--- src/rtl/dst_serializer_pkg.sv ---
// Shared constants for the compressor result serializer: default sizing and FSM state codes.
package dst_serializer_pkg;

    localparam int DEFAULT_NUM_DST = 15;

    // Counter must be able to reach NUM_DST-1.
    function automatic int cnt_width(input int n);
        return (n <= 2) ? 1 : $clog2(n);
    endfunction

    localparam int DEFAULT_CNT_W = cnt_width(DEFAULT_NUM_DST);

    typedef logic [0:0] state_t;
    localparam state_t ST_IDLE  = 1'b0;
    localparam state_t ST_SHIFT = 1'b1;

endpackage

--- src/rtl/dst_serializer_piso.sv ---
// Load/shift register with bit counter; flags the first and last bit of a frame.
module dst_piso
    import dst_serializer_pkg::*;
#(
    parameter int NUM_DST = DEFAULT_NUM_DST,
    parameter int CNT_W   = DEFAULT_CNT_W
) (
    input  logic               clk,
    input  logic               rst,
    input  logic               load,
    input  logic               shift,
    input  logic [NUM_DST-1:0] data,
    output logic               bit0,
    output logic               first,
    output logic               last
);

    localparam logic [CNT_W-1:0] LAST_CNT = CNT_W'(NUM_DST - 1);

    logic [NUM_DST-1:0] shreg;
    logic [CNT_W-1:0]   cnt;

    always_ff @(posedge clk) begin
        if (rst) begin
            cnt <= '0;
        end else if (load) begin
            cnt <= '0;
        end else if (shift) begin
            cnt <= cnt + 1'b1;
        end
    end

    // Data path carries no reset; the owning FSM gates everything it exposes.
    always_ff @(posedge clk) begin
        if (load) begin
            shreg <= data;
        end else if (shift) begin
            shreg <= shreg >> 1;
        end
    end

    assign bit0  = shreg[0];
    assign first = (cnt == '0);
    assign last  = (cnt == LAST_CNT);

endmodule

--- src/rtl/dst_serializer.sv ---
// Captures compressor result bits on a strobe and emits them LSB-first on one framed serial pin.
module dst_serializer
    import dst_serializer_pkg::*;
#(
    parameter int NUM_DST = DEFAULT_NUM_DST,
    parameter int CNT_W   = DEFAULT_CNT_W
) (
    input  logic               clk,
    input  logic               rst,
    input  logic [NUM_DST-1:0] dst,
    input  logic               capture,
    output logic               sout,
    output logic               sout_valid,
    output logic               sout_first,
    output logic               sout_last,
    output logic               busy,
    output logic               overflow
);

    state_t             state, state_n;
    logic [NUM_DST-1:0] pend, pend_n;
    logic               pend_full, pend_full_n;
    logic               ovf, ovf_n;
    logic               busy_r;

    logic               load, shift;
    logic [NUM_DST-1:0] load_data;
    logic               bit0, first, last;

    dst_piso #(
        .NUM_DST(NUM_DST),
        .CNT_W  (CNT_W)
    ) u_piso (
        .clk  (clk),
        .rst  (rst),
        .load (load),
        .shift(shift),
        .data (load_data),
        .bit0 (bit0),
        .first(first),
        .last (last)
    );

    always_comb begin
        state_n     = state;
        pend_n      = pend;
        pend_full_n = pend_full;
        ovf_n       = ovf;
        load        = 1'b0;
        shift       = 1'b0;
        load_data   = dst;
        case (state)
            ST_IDLE: begin
                if (capture) begin
                    load    = 1'b1;
                    state_n = ST_SHIFT;
                end
            end
            default: begin
                if (last) begin
                    // Frame boundary: a buffered frame goes first, a fresh capture refills the buffer.
                    if (pend_full) begin
                        load      = 1'b1;
                        load_data = pend;
                        if (capture) begin
                            pend_n = dst;
                        end else begin
                            pend_full_n = 1'b0;
                        end
                    end else if (capture) begin
                        load = 1'b1;
                    end else begin
                        state_n = ST_IDLE;
                    end
                end else begin
                    shift = 1'b1;
                    if (capture) begin
                        if (pend_full) begin
                            ovf_n = 1'b1;
                        end else begin
                            pend_n      = dst;
                            pend_full_n = 1'b1;
                        end
                    end
                end
            end
        endcase
    end

    always_ff @(posedge clk) begin
        if (rst) begin
            state     <= ST_IDLE;
            pend_full <= 1'b0;
            ovf       <= 1'b0;
            busy_r    <= 1'b0;
        end else begin
            state     <= state_n;
            pend_full <= pend_full_n;
            ovf       <= ovf_n;
            busy_r    <= (state_n == ST_SHIFT) | pend_full_n;
        end
    end

    always_ff @(posedge clk) begin
        pend <= pend_n;
    end

    assign sout_valid = (state == ST_SHIFT);
    assign sout       = sout_valid & bit0;
    assign sout_first = sout_valid & first;
    assign sout_last  = sout_valid & last;
    assign busy       = busy_r;
    assign overflow   = ovf;

endmodule
--- config.mk ---
export PLATFORM = sky130hd
export DESIGN_NAME = dst_serializer
export DESIGN_NICKNAME = d
export VERILOG_FILES = /design/src/rtl/dst_serializer_pkg.sv /design/src/rtl/dst_serializer_piso.sv /design/src/rtl/dst_serializer.sv
export SDC_FILE = /design/constraint.sdc
export NUM_CORES = 1
export LEC_CHECK = 0
export BUFFER_PORTS_ARGS = -buffer_cell sky130_fd_sc_hd__buf_2
export CORE_ASPECT_RATIO = 1.2
export CORE_MARGIN = 1.5
export CORE_UTILIZATION = 45
export DETAILED_ROUTE_END_ITERATION = 8
export SYNTH_ARGS = -nofsm -noshare
export SYNTH_HDL_FRONTEND = slang
export SYNTH_SLANG_ARGS = --single-unit
export TNS_END_PERCENT = 10
--- constraint.sdc ---
create_clock -name clk -period 3.27 [get_ports clk]
set_input_delay 0.1635 -clock clk [delete_from_list [all_inputs] [get_ports clk]]
set_output_delay 0.1635 -clock clk [all_outputs]
set_load 0.1 [all_outputs]
### Word level (Yosys, flattened, before mapping)

Index checks and enable logic that the tools add are counted.

* register bits after elaboration: 38
* input bits: 18
* logic and storage cells: 43

* reductions and logical operators: 6
* bitwise gates (word level): 5
* mux-type cells: 21
* add/subtract/negate cells: 1
* eq/ne operators: 3

Operators with widths (count)
* two-way mux 15 bit: 9
* two-way mux 1 bit: 12
* AND reduction 4 bit: 2
* adder 4 x 1 -> 4 bit, second input constant: 1
* == test 4 bit, second input constant: 1
* zero test 4 bit: 1
* inequality test 2 bit, second input constant: 2
* nonzero test 2 bit: 2
* AND 1 bit: 3
* OR reduction 2 bit: 1
* inverter 1 bit: 1
* bitwise OR 1 bit: 1

### Longest topological paths before layout

* word-level depth: 5
* depth in mapped cells: 7
* gate-level depth less buffers: 5

### Cells and area by module

Synthesis repeated with hierarchy kept, for this count alone.

* cell total of the unflattened synthesis: 131
* area total of the unflattened synthesis: 2019.4 um^2

Modules (own cells, without submodules)
* dst_serializer: cells an instance 74, sequential area each 530.5 um^2, times used 1, area each 1106.1 um^2
* dst_piso: cells an instance 57, sequential area each 530.5 um^2, times used 1, area each 913.4 um^2

### Worst setup path after synthesis

Ideal clock, no wire load.

* kind: reg2out
* start: reg state, in the netlist sout_valid
* end: out sout_first
* data arrival time: 3.606 ns
* cell stages (with the launch flop): 5
* required time: 3.107 ns
* path slack: -0.499 ns
* cells stage by stage: dfxtp_1 > buf_2 > clkbuf_1 > nand2_1 > nor3_1

* longest elaborated chain between the ends: 1

RTL lines
* start, declared: RTL line dst_serializer.sv:20 `state_t state, state_n;`
* start signal, assigned: RTL line dst_serializer.sv:97 `state <= state_n;`
* AND 1 bit: RTL line dst_serializer.sv:110 `assign sout_first = sout_valid & first;`
* end, declared: RTL line dst_serializer.sv:14 `output logic sout_first,`

No other way between the ends.

### Worst setup path after layout

* start: reg state, in the netlist sout_valid
* end: reg u_piso.shreg[4], data pin

* longest elaborated chain between the ends: 2
* elaborated cells between the ends (all ways): 3

RTL lines
* two-way mux 15 bit / two-way mux 1 bit (equally long branches): RTL line dst_serializer.sv:52 `case (state)`
* two-way mux 15 bit *: RTL line dst_serializer_piso.sv:35 `if (load) begin`
* end signal, assigned: RTL line dst_serializer_piso.sv:36 `shreg <= data;`
* end signal, assigned: RTL line dst_serializer_piso.sv:38 `shreg <= shreg >> 1;`
* end, declared: RTL line dst_serializer_piso.sv:20 `logic [NUM_DST-1:0] shreg;`

Every way passes the cells marked *; elsewhere a longest branch is shown, timed or not.
A chain may end at the register's enable or synchronous reset.

==> results.cfg <==
[setup_path]
reg2reg_slack_ns = 1.26
r2r_start = sout_valid$_SDFF_PP0_
max_stage_delay_ns = 0.68
cp_slowest_cell = dfxtp_1
cp-end-kind = flop
crit_chain = inv_1 -> o22ai_4 -> a221oi_1
worstReg2RegEnd = u_piso.shreg[4]$_DFFE_PP_
crit_fanout = 18
critPathRequiredTime_ns = 3.26
path_class = reg -> reg
reg2reg_depth = 3
cp_data_arrival_time_ns = 2.01
worstSetupStartpointType = flop

[run]
maxCapViolCount = 0

[hold_path]
whs_path_depth = 2
hold_path_class = in -> reg
hp-start = rst
whs_endpoint = pend_full$_SDFF_PP0_

[timing]
setup_ws_ns = 1.26
maxSlewHeadroom = 0.529
rsz0062_at_grt = no
fin_tns_setup_ns = 0
slew_viol_final = 0
fin_crit_sh = 0.616
final.min_clock_period_ns = 2.01
worst_pin_slew_ns = 0.707
final_hold_viol_count = 0
holdWs_ns = 0.153
fmax_mhz = 497
setup_violations = 0
skew_ns = 0.00656

[cells_and_area]
antennaDiodeCount = 0
area_growth_pct = 9.15
nNetsFinal = 222
drive_gt1_frac = 0.299
final_cells = 259

[clock_tree]
postCtsResizedCells = 0
cts_tree = done
cts_setup_buffers = 0
cts_sinks = 38
hold_buffers = 0
path_clk_slew_ns = 0.07
root_buffer = clkbuf_8
cts_buffers = 5
htree_levels = 2
worstSkewPairLatency_ns = 0.28
cts_buffer_depth = 2

[floorplan]
die_w_microns = 66.1
initial_utilization = 0.467
die_h_microns = 78.7
io_pins = 24
dieArea_sq_mm = 0.00520
row_count = 27
core_sq_mm = 0.00459

[power_and_ir_drop]
p_total_w = 0.00109
ir_worst_vdd_mv = 0.244
p_leak_nw = 0.978
cellPowerDensity_mw_per_mm2 = 464

[routing]
dr.pass1.iters = 4
drtIter0Drc = 95
drtAntennaViolNets = 0
wirelength_mm = 4.11
vias_per_cell = 5.55
drc = 0
wl_per_cell_microns = 15.9
via_count = 1437

[place]
dp_hpwl_mm = 2.74
routabilityCongestion = 0.836
portBuffers = 23
dp.cells = 252
place_ws_ns = 1.25

[grt]
grtUsageTotal = 0.176
antenna_found_initial = 0
grt_max_degree = 33
grt.overflow.total = 0
grt_pass1_vias = 1442
grt_pass1_wl_mm = 6.97

[synthesis]
yosysWarnings = 0
synth_ff_type = edfxtp_1
async_reset_ff_frac = 0
synth_seq_cells = 38
ys_seq_area_frac = 0.494
netlist_area_sq_mm = 0.00215
synth_top_area_cell = edfxtp_1
syn_nets = 205
syn_inst = 184
syn_area_per_cell_sq_um = 11.7
synthTopCellsByArea = edfxtp_1 (42%), mux2_2 (7.9%), dfxtp_1 (7.5%), mux2i_1 (6.5%), a221oi_2 (6.3%)
synth.distinct_cells = 34
yosysTopAreaCellShare = 0.420
synth-edff-count = 30

[status]
outcome = finished clean
kinds of logic after synthesis:
kind of cell | share of synthesized area
AOI/OAI and AO/OA | 0.139
adders and majority gates | 0.0175
buffers and inverters | 0.0699
DFF | 0.494
muxes | 0.144
and+or+nand+nor | 0.136
per-layer routing:
| metal | global-route usage | share of wire | up-vias |
|---|---|---|---|
| met5 | 0 | 0 | - |
| li1 | - | - | 715 |
| met3 | 0.0315 | 0.034 | 2 |
| met2 | 0.291 | 0.50 | 24 |
| met4 | 0.0612 | 0.0046 | 0 |
| met1 | 0.230 | 0.46 | 696 |
worst max-delay path by stage:
stage	from	endpoint	slack, ns	depth (start not counted)
finish	sout_valid$_SDFF_PP0_	u_piso.shreg[4]$_DFFE_PP_	1.26	3
global route	sout_valid$_SDFF_PP0_	u_piso.shreg[3]$_DFFE_PP_	1.05	3
CTS	sout_valid$_SDFF_PP0_	u_piso.shreg[4]$_DFFE_PP_	1.24	3
detailed placement	sout_valid$_SDFF_PP0_	u_piso.shreg[4]$_DFFE_PP_	1.25	3
global placement	sout_valid$_SDFF_PP0_	u_piso.shreg[4]$_DFFE_PP_	1.28	3
floorplan	sout_valid$_SDFF_PP0_	sout_first	0.34	4
Yosys cell counts (2+ instances only):
master    number
a21o_1         2
a221oi_2       9
and2_1         2
dfxtp_1        8
a221oi_1       5
edfxtp_1      30
mux2_2        15
and3_1         2
nand2_1        2
mux2i_1       14
a21oi_1        3
inv_1         18
clkbuf_1       4
nand2_2        2
nor3_1        16
nand2b_1      15
nor2_1         4
ha_1           3
o21ai_0        4
buf_4          5
buf_2          3
a211oi_1       3
nand3_1        4
power by group:
group          switching, W  total, W  leakage, nW  internal (W)
Clock              0.000162  0.000305       0.0438      0.000143
Sequential        0.0000187  0.000587        0.352      0.000568
Combinational      0.000117  0.000196        0.582     0.0000790
Total              0.000297   0.00109        0.978      0.000790
metrics by stage:
stage | area (sq um) | util
3_5_place_dp | 2260 | 0.493
5_1_grt | 2340 | 0.510
2_1_floorplan | 2150 | -
6_report | 2340 | 0.510
4_1_cts | 2340 | 0.510
3_3_place_gp | 2260 | 0.493
placed cells by master, fill, tap and decap left out, types with 3 or more instances in the layout:
cell | netlist | layout
edfxtp_1 | 30 | 30
buf_2 | 3 | 23
inv_1 | 18 | 18
nand2b_1 | 15 | 15
nor3_1 | 16 | 15
mux2_2 | 15 | 15
mux2i_1 | 14 | 14
a221oi_2 | 9 | 9
dfxtp_1 | 8 | 8
a221oi_1 | 5 | 5
clkbuf_8 | 0 | 5
nor2_1 | 4 | 4
nand3_1 | 4 | 4
o21ai_0 | 4 | 4
a211oi_1 | 3 | 3
a21oi_1 | 3 | 3
ha_1 | 3 | 3
registers in the layout, indices dropped and copies added, names as in the netlist:
name and count:
sout_valid 1, busy 1, pend_full 1, u_piso.cnt 4, overflow 1, pend 15, u_piso.shreg 15
final cells by class:
cell class                      count  area, sq um
Timing Repair Buffer               24          123
Tap cell                           58         72.6
Fill cell                         433         2250
Sequential cell                    38         1060
Clock inverter                      2         10.0
Inverter                           18         67.6
Clock buffer                        5         68.8
Multi-Input combinational cell    114          941
worst max-delay path: cells and delay by family, from the launching register on:
kind | cells | cell delay (ns)
compound gates | 2 | 0.82
flops | 1 | 0.68
buf+inv | 1 | 0.24
No activity file was read; power rests on OpenSTA's default activity.
